==> src/rtl/bubble_host_reader.sv <==
`default_nettype none
// ============================================================================
// bubble_host_reader : drives the bubble control strobes like the game board,
//                      samples DOUT0/DOUT1 on CLKOUT ticks, packs bytes (LSB first).
// Rev 1.0
// ============================================================================
module bubble_host_reader #(
  parameter int SETTLE_TICKS = 8,
  parameter int PAGE_TICKS   = 512,
  parameter int GAP_TICKS    = 4
) (
  input  logic        MCLK,
  input  logic        MRST,
  input  logic        START,
  input  logic        BOOTMODE,
  input  logic [11:0] PAGECNT,
  input  logic        CLKOUT,
  input  logic        DOUT0,
  input  logic        DOUT1,
  output logic        nBSS,
  output logic        nBSEN,
  output logic        nREPEN,
  output logic        nBOOTEN,
  output logic        nSWAPEN,
  output logic [7:0]  RDDATA,
  output logic        RDVALID,
  input  logic        RDREADY,
  output logic        BUSY,
  output logic        DONE,
  output logic        OVERRUN
);

  localparam int MAX_SP    = (SETTLE_TICKS > PAGE_TICKS) ? SETTLE_TICKS : PAGE_TICKS;
  localparam int MAX_TICKS = (MAX_SP > GAP_TICKS) ? MAX_SP : GAP_TICKS;
  localparam int TW        = $clog2(MAX_TICKS + 1);

  localparam logic [TW-1:0] SETTLE_LAST = TW'(SETTLE_TICKS - 1);
  localparam logic [TW-1:0] PAGE_LAST   = TW'(PAGE_TICKS - 1);
  localparam logic [TW-1:0] GAP_LAST    = TW'(GAP_TICKS - 1);

  localparam logic [2:0] S_IDLE   = 3'd0;
  localparam logic [2:0] S_SETUP  = 3'd1;
  localparam logic [2:0] S_PAGE   = 3'd2;
  localparam logic [2:0] S_GAP    = 3'd3;
  localparam logic [2:0] S_FINISH = 3'd4;

  logic          sync1_q, sync2_q, sync3_q, tick_q;
  logic          sync1_d, sync2_d, sync3_d, tick_d;
  logic [2:0]    state_q, state_d;
  logic [TW-1:0] cnt_q, cnt_d;
  logic [11:0]   pages_q, pages_d;
  logic          boot_q, boot_d;
  logic [5:0]    shift_q, shift_d;
  logic [7:0]    rddata_q, rddata_d;
  logic          rdvalid_q, rdvalid_d;
  logic          overrun_q, overrun_d;
  logic          byte_done;
  logic [7:0]    byte_val;

  always_comb begin
    sync1_d   = CLKOUT;
    sync2_d   = sync1_q;
    sync3_d   = sync2_q;
    tick_d    = sync2_q & ~sync3_q;
    state_d   = state_q;
    cnt_d     = cnt_q;
    pages_d   = pages_q;
    boot_d    = boot_q;
    shift_d   = shift_q;
    rddata_d  = rddata_q;
    rdvalid_d = rdvalid_q;
    overrun_d = overrun_q;
    byte_done = 1'b0;
    byte_val  = {~DOUT1, ~DOUT0, shift_q};

    case (state_q)
      S_IDLE: begin
        if (START && (PAGECNT != 12'd0)) begin
          state_d   = S_SETUP;
          pages_d   = PAGECNT;
          boot_d    = BOOTMODE;
          overrun_d = 1'b0;
          cnt_d     = '0;
        end
      end
      S_SETUP: begin
        if (tick_q) begin
          if (cnt_q == SETTLE_LAST) begin
            state_d = S_PAGE;
            cnt_d   = '0;
          end else begin
            cnt_d = cnt_q + 1'b1;
          end
        end
      end
      S_PAGE: begin
        if (tick_q) begin
          // Newest pair enters at the top; after four ticks tick 0 sits in bits [1:0].
          shift_d   = {~DOUT1, ~DOUT0, shift_q[5:2]};
          byte_done = (cnt_q[1:0] == 2'b11);
          if (cnt_q == PAGE_LAST) begin
            cnt_d   = '0;
            pages_d = pages_q - 12'd1;
            state_d = (pages_q == 12'd1) ? S_FINISH : S_GAP;
          end else begin
            cnt_d = cnt_q + 1'b1;
          end
        end
      end
      S_GAP: begin
        if (tick_q) begin
          if (cnt_q == GAP_LAST) begin
            state_d = S_PAGE;
            cnt_d   = '0;
          end else begin
            cnt_d = cnt_q + 1'b1;
          end
        end
      end
      S_FINISH: state_d = S_IDLE;
      default:  state_d = S_IDLE;
    endcase

    if (rdvalid_q && RDREADY) rdvalid_d = 1'b0;
    // A byte landing on a full, unaccepted holding register is dropped.
    if (byte_done) begin
      if (!rdvalid_q || RDREADY) begin
        rddata_d  = byte_val;
        rdvalid_d = 1'b1;
      end else begin
        overrun_d = 1'b1;
      end
    end
  end

  always_ff @(posedge MCLK) begin
    if (MRST) begin
      sync1_q   <= 1'b0;
      sync2_q   <= 1'b0;
      sync3_q   <= 1'b0;
      tick_q    <= 1'b0;
      state_q   <= S_IDLE;
      cnt_q     <= '0;
      pages_q   <= 12'd0;
      boot_q    <= 1'b0;
      shift_q   <= 6'd0;
      rddata_q  <= 8'd0;
      rdvalid_q <= 1'b0;
      overrun_q <= 1'b0;
    end else begin
      sync1_q   <= sync1_d;
      sync2_q   <= sync2_d;
      sync3_q   <= sync3_d;
      tick_q    <= tick_d;
      state_q   <= state_d;
      cnt_q     <= cnt_d;
      pages_q   <= pages_d;
      boot_q    <= boot_d;
      shift_q   <= shift_d;
      rddata_q  <= rddata_d;
      rdvalid_q <= rdvalid_d;
      overrun_q <= overrun_d;
    end
  end

  assign BUSY    = (state_q != S_IDLE);
  assign DONE    = (state_q == S_FINISH);
  assign nBSS    = ~((state_q == S_SETUP) || (state_q == S_PAGE) || (state_q == S_GAP));
  assign nBSEN   = (state_q != S_PAGE);
  assign nREPEN  = (state_q != S_SETUP);
  assign nBOOTEN = BUSY ? ~boot_q : 1'b1;
  assign nSWAPEN = 1'b1;
  assign RDDATA  = rddata_q;
  assign RDVALID = rdvalid_q;
  assign OVERRUN = overrun_q;

endmodule
`default_nettype wire

==> config.mk <==
export PLATFORM = sky130hd
export DESIGN_NAME = bubble_host_reader
export DESIGN_NICKNAME = d
export VERILOG_FILES = /design/src/rtl/bubble_host_reader.sv
export SDC_FILE = /design/constraint.sdc
export NUM_CORES = 1
export LEC_CHECK = 0
export BUFFER_PORTS_ARGS = -buffer_cell sky130_fd_sc_hd__buf_4
export CAP_MARGIN = 10
export CORE_ASPECT_RATIO = 1.25
export CORE_MARGIN = 2
export CORE_UTILIZATION = 60
export CTS_CLUSTER_DIAMETER = 150
export DETAILED_ROUTE_END_ITERATION = 12
export GPL_TIMING_DRIVEN = 0
export HOLD_SLACK_MARGIN = 0.06
export PLACE_DENSITY = 0.92
export SLEW_MARGIN = 20
export SYNTH_ARGS = -nofsm -noshare
export SYNTH_HDL_FRONTEND = slang
export SYNTH_SLANG_ARGS = --single-unit
export TNS_END_PERCENT = 5
==> constraint.sdc <==
create_clock -name MCLK -period 3.5 [get_ports MCLK]
set_input_delay 0.525 -clock MCLK [delete_from_list [all_inputs] [get_ports MCLK]]
set_output_delay 0.525 -clock MCLK [all_outputs]
set_load 0.05 [all_outputs]
==> out/metrics.cfg <==
[clocking]
cts_tree = done
cts-root-buf = clkbuf_8
cts_inserted_buffers = 5
cts_buffer_depth = 2
htree_num_levels = 2
cts_hold_buf = 0
post-cts-setup-buffer-count = 0
clkTransAtPathRegs_ps = 90
clkLatencyLatePin_ps = 300
cts.repair.resized = 0
clock-sinks = 46

[drt]
avgViaCountPerCell = 6.06
wl_per_cell_um = 14.6
first_pass_iters = 4
ant_nets = 0
dr.first_iter.drc_count = 94
via_count = 2170
wl_mm = 5.23
drcViolationCount = 0

[synth]
synth_cells = 276
syn-cell-area_mm2 = 0.00227
synth_top_area_share_pct = 40.5
synth_common_cells = dfxtp_1, nor2_1, nand2_1
synth_top_family_by_area = simple AND/OR/NAND/NOR gates
synth_most_common_cell = dfxtp_1
ys_top_cells_by_area = dfxtp_1, a21oi_1, nor2_1
synthDistinctLibCells = 52
yosysWarnings = 0
syn_nets = 299
synth-edff-count = 0
synth_top_area_cell = dfxtp_1
synthFlopType = dfxtp_1
yosys.area_share.simple_pct = 24.5
synthAdderAreaFrac_pct = 1.65
synthArstFlopShare_pct = 0
synth_seq_area_share_pct = 40.5
synthMuxAreaShare_pct = 3.08
synth_seq_cells = 46
synth_compound_area_share_pct = 22.3
synthXorXnorAreaFrac_pct = 3.47
syn_avg_cell_area_um2 = 8.24

[outcome]
status = completed

[place]
dp_slack_ps = 1030
gp_congestion = 0.883
dpl_cell_area_mm2 = 0.00258
port_buffers = 34
dp_hpwl_mm = 3.86

[layout]
diodes = 0
post-route-util_pct = 72.3
area_growth_pct = 18.4
final_area_mm2 = 0.00269
nets = 340
drive_gt1_share_pct = 18.2

[sta]
hold_viol = 0
fin_ws_ps = 933
rsz0062_at_grt = false
fmax_mhz = 390
fin_crit_sh_pct = 73.3
fin_crit_ps = 2570
tightest_slew_ps = 922
maxSlewHeadroom_pct = 37.9
fin_hold_ws_ps = 387
setup_viol = 0
slew_viol_final = 0
fin_skew_ps = 10.0
final.setup.tns_ps = 0

[critical_path]
cp-start-kind = register
end_kind = output pin
r2r_start = state_q[1]
critical_path_arrival_ps = 2040
critPathMaxFanout = 10
r2r_slack_ps = 1210
worstSetupPathType = register to output pin
crit_required_ps = 2970
r2r_cells = 6
rr_endpoint = pages_q[0]

[hold_path]
hold_end = tick_q
worstHoldStart = sync3_q
min_path_cells = 1
hold_path_class = register to register

[floorplanning]
die_h_um = 72.8
dieArea_mm2 = 0.00430
die_w_um = 59.1
io_pins = 37
core_mm2 = 0.00372
initial_core_util_pct = 61.1
rows = 25

[global_routing]
grt_pass1_vias = 1926
grt_antenna_before_repair = 0
overflow = 0
grt_pass1_wl_mm = 8.41
grt_start_max_net_pins = 16
grt_usage_pct = 25.8

[job]
max_cap_viol_count = 0

[power]
ir_drop_uv = 406
p_leak_nw = 1.01
power.density_mw_per_mm2 = 709

-- layer usage --
| metal | global-route usage [%] | vias up | wire length, um |
|---|---|---|---|
| li1 | - | 1057 | - |
| met2 | 44.6 | 97 | 2650 |
| met3 | 6.03 | 15 | 325 |
| met4 | 12.1 | 0 | 129 |
| met5 | 0 | - | 0 |
| met1 | 29.6 | 1001 | 2120 |
-- worst max path at each step --
stage | cells after the start | endpoint | from
2_1_floorplan | 2 | DONE | state_q[2]
3_3_place_gp | 7 | pages_q[1] | PAGECNT[2]
3_5_place_dp | 7 | pages_q[1] | PAGECNT[10]
4_1_cts | 5 | nBSEN | state_q[1]
5_1_grt | 5 | nBSEN | state_q[1]
6_report | 5 | nBSEN | state_q[1]
-- critical path, cell delays in order (launching register included) --
cell      delay, ps
dfxtp_1         310
buf_2           200
nor3b_2         280
clkinv_1        320
clkbuf_1        340
buf_4           270
-- stage by stage --
step | power [mW] | std cells
finish | 1.91 | 358
global route | 2.04 | 358
CTS | 1.90 | 358
detailed placement | 1.51 | 350
global placement | 1.49 | 350
floorplan | 1.30 | 276
-- cell type report --
class                      count  area [um^2]
multi-input combinational    208         1250
fill                         307         1030
sequential                    46          921
timing repair buffer          34          255
buffer                        15         71.3
clock buffer                   5         68.8
tap                           40         50.0
clock inverter                 3         45.0
inverter                       7         26.3
-- report_power, final --
| group | total (mW) | internal (mW) | leakage [nW] | switching, mW |
|---|---|---|---|---|
| Sequential | 0.631 | 0.584 | 0.374 | 0.0475 |
| Combinational | 0.884 | 0.303 | 0.588 | 0.581 |
| Clock | 0.394 | 0.212 | 0.0504 | 0.182 |
-- state kept, by name, summed over array words and instances (netlist names) --
register / cells
sync2_q: 1
RDDATA: 8
boot_q: 1
cnt_q: 10
state_q: 3
tick_q: 1
RDVALID: 1
OVERRUN: 1
pages_q: 12
sync3_q: 1
shift_q: 6
sync1_q: 1
-- layout by cell type, fill, tap and decap left out, drive strengths merged, types with 6 or more instances in the layout --
| cell | count |
|---|---|
| mux2i | 7 |
| nand2 | 32 |
| nor3 | 9 |
| o21ai | 19 |
| a21oi | 27 |
| inv | 6 |
| nand3 | 9 |
| xnor2 | 8 |
| nor2 | 34 |
| a211oi | 8 |
| dfxtp | 46 |
| buf | 40 |
| clkbuf | 14 |
-- kinds of logic (layout without fill, tap and decap cells) --
kind of cell	count (synthesis)	count (layout)
simple gates	111	111
xor+xnor	9	9
flops	46	46
compound gates	77	77
fa+ha+maj	3	3
mux	7	7
other cells	1	1
buf+inv	22	64
Note: power is estimated with default switching activity, not from simulation.
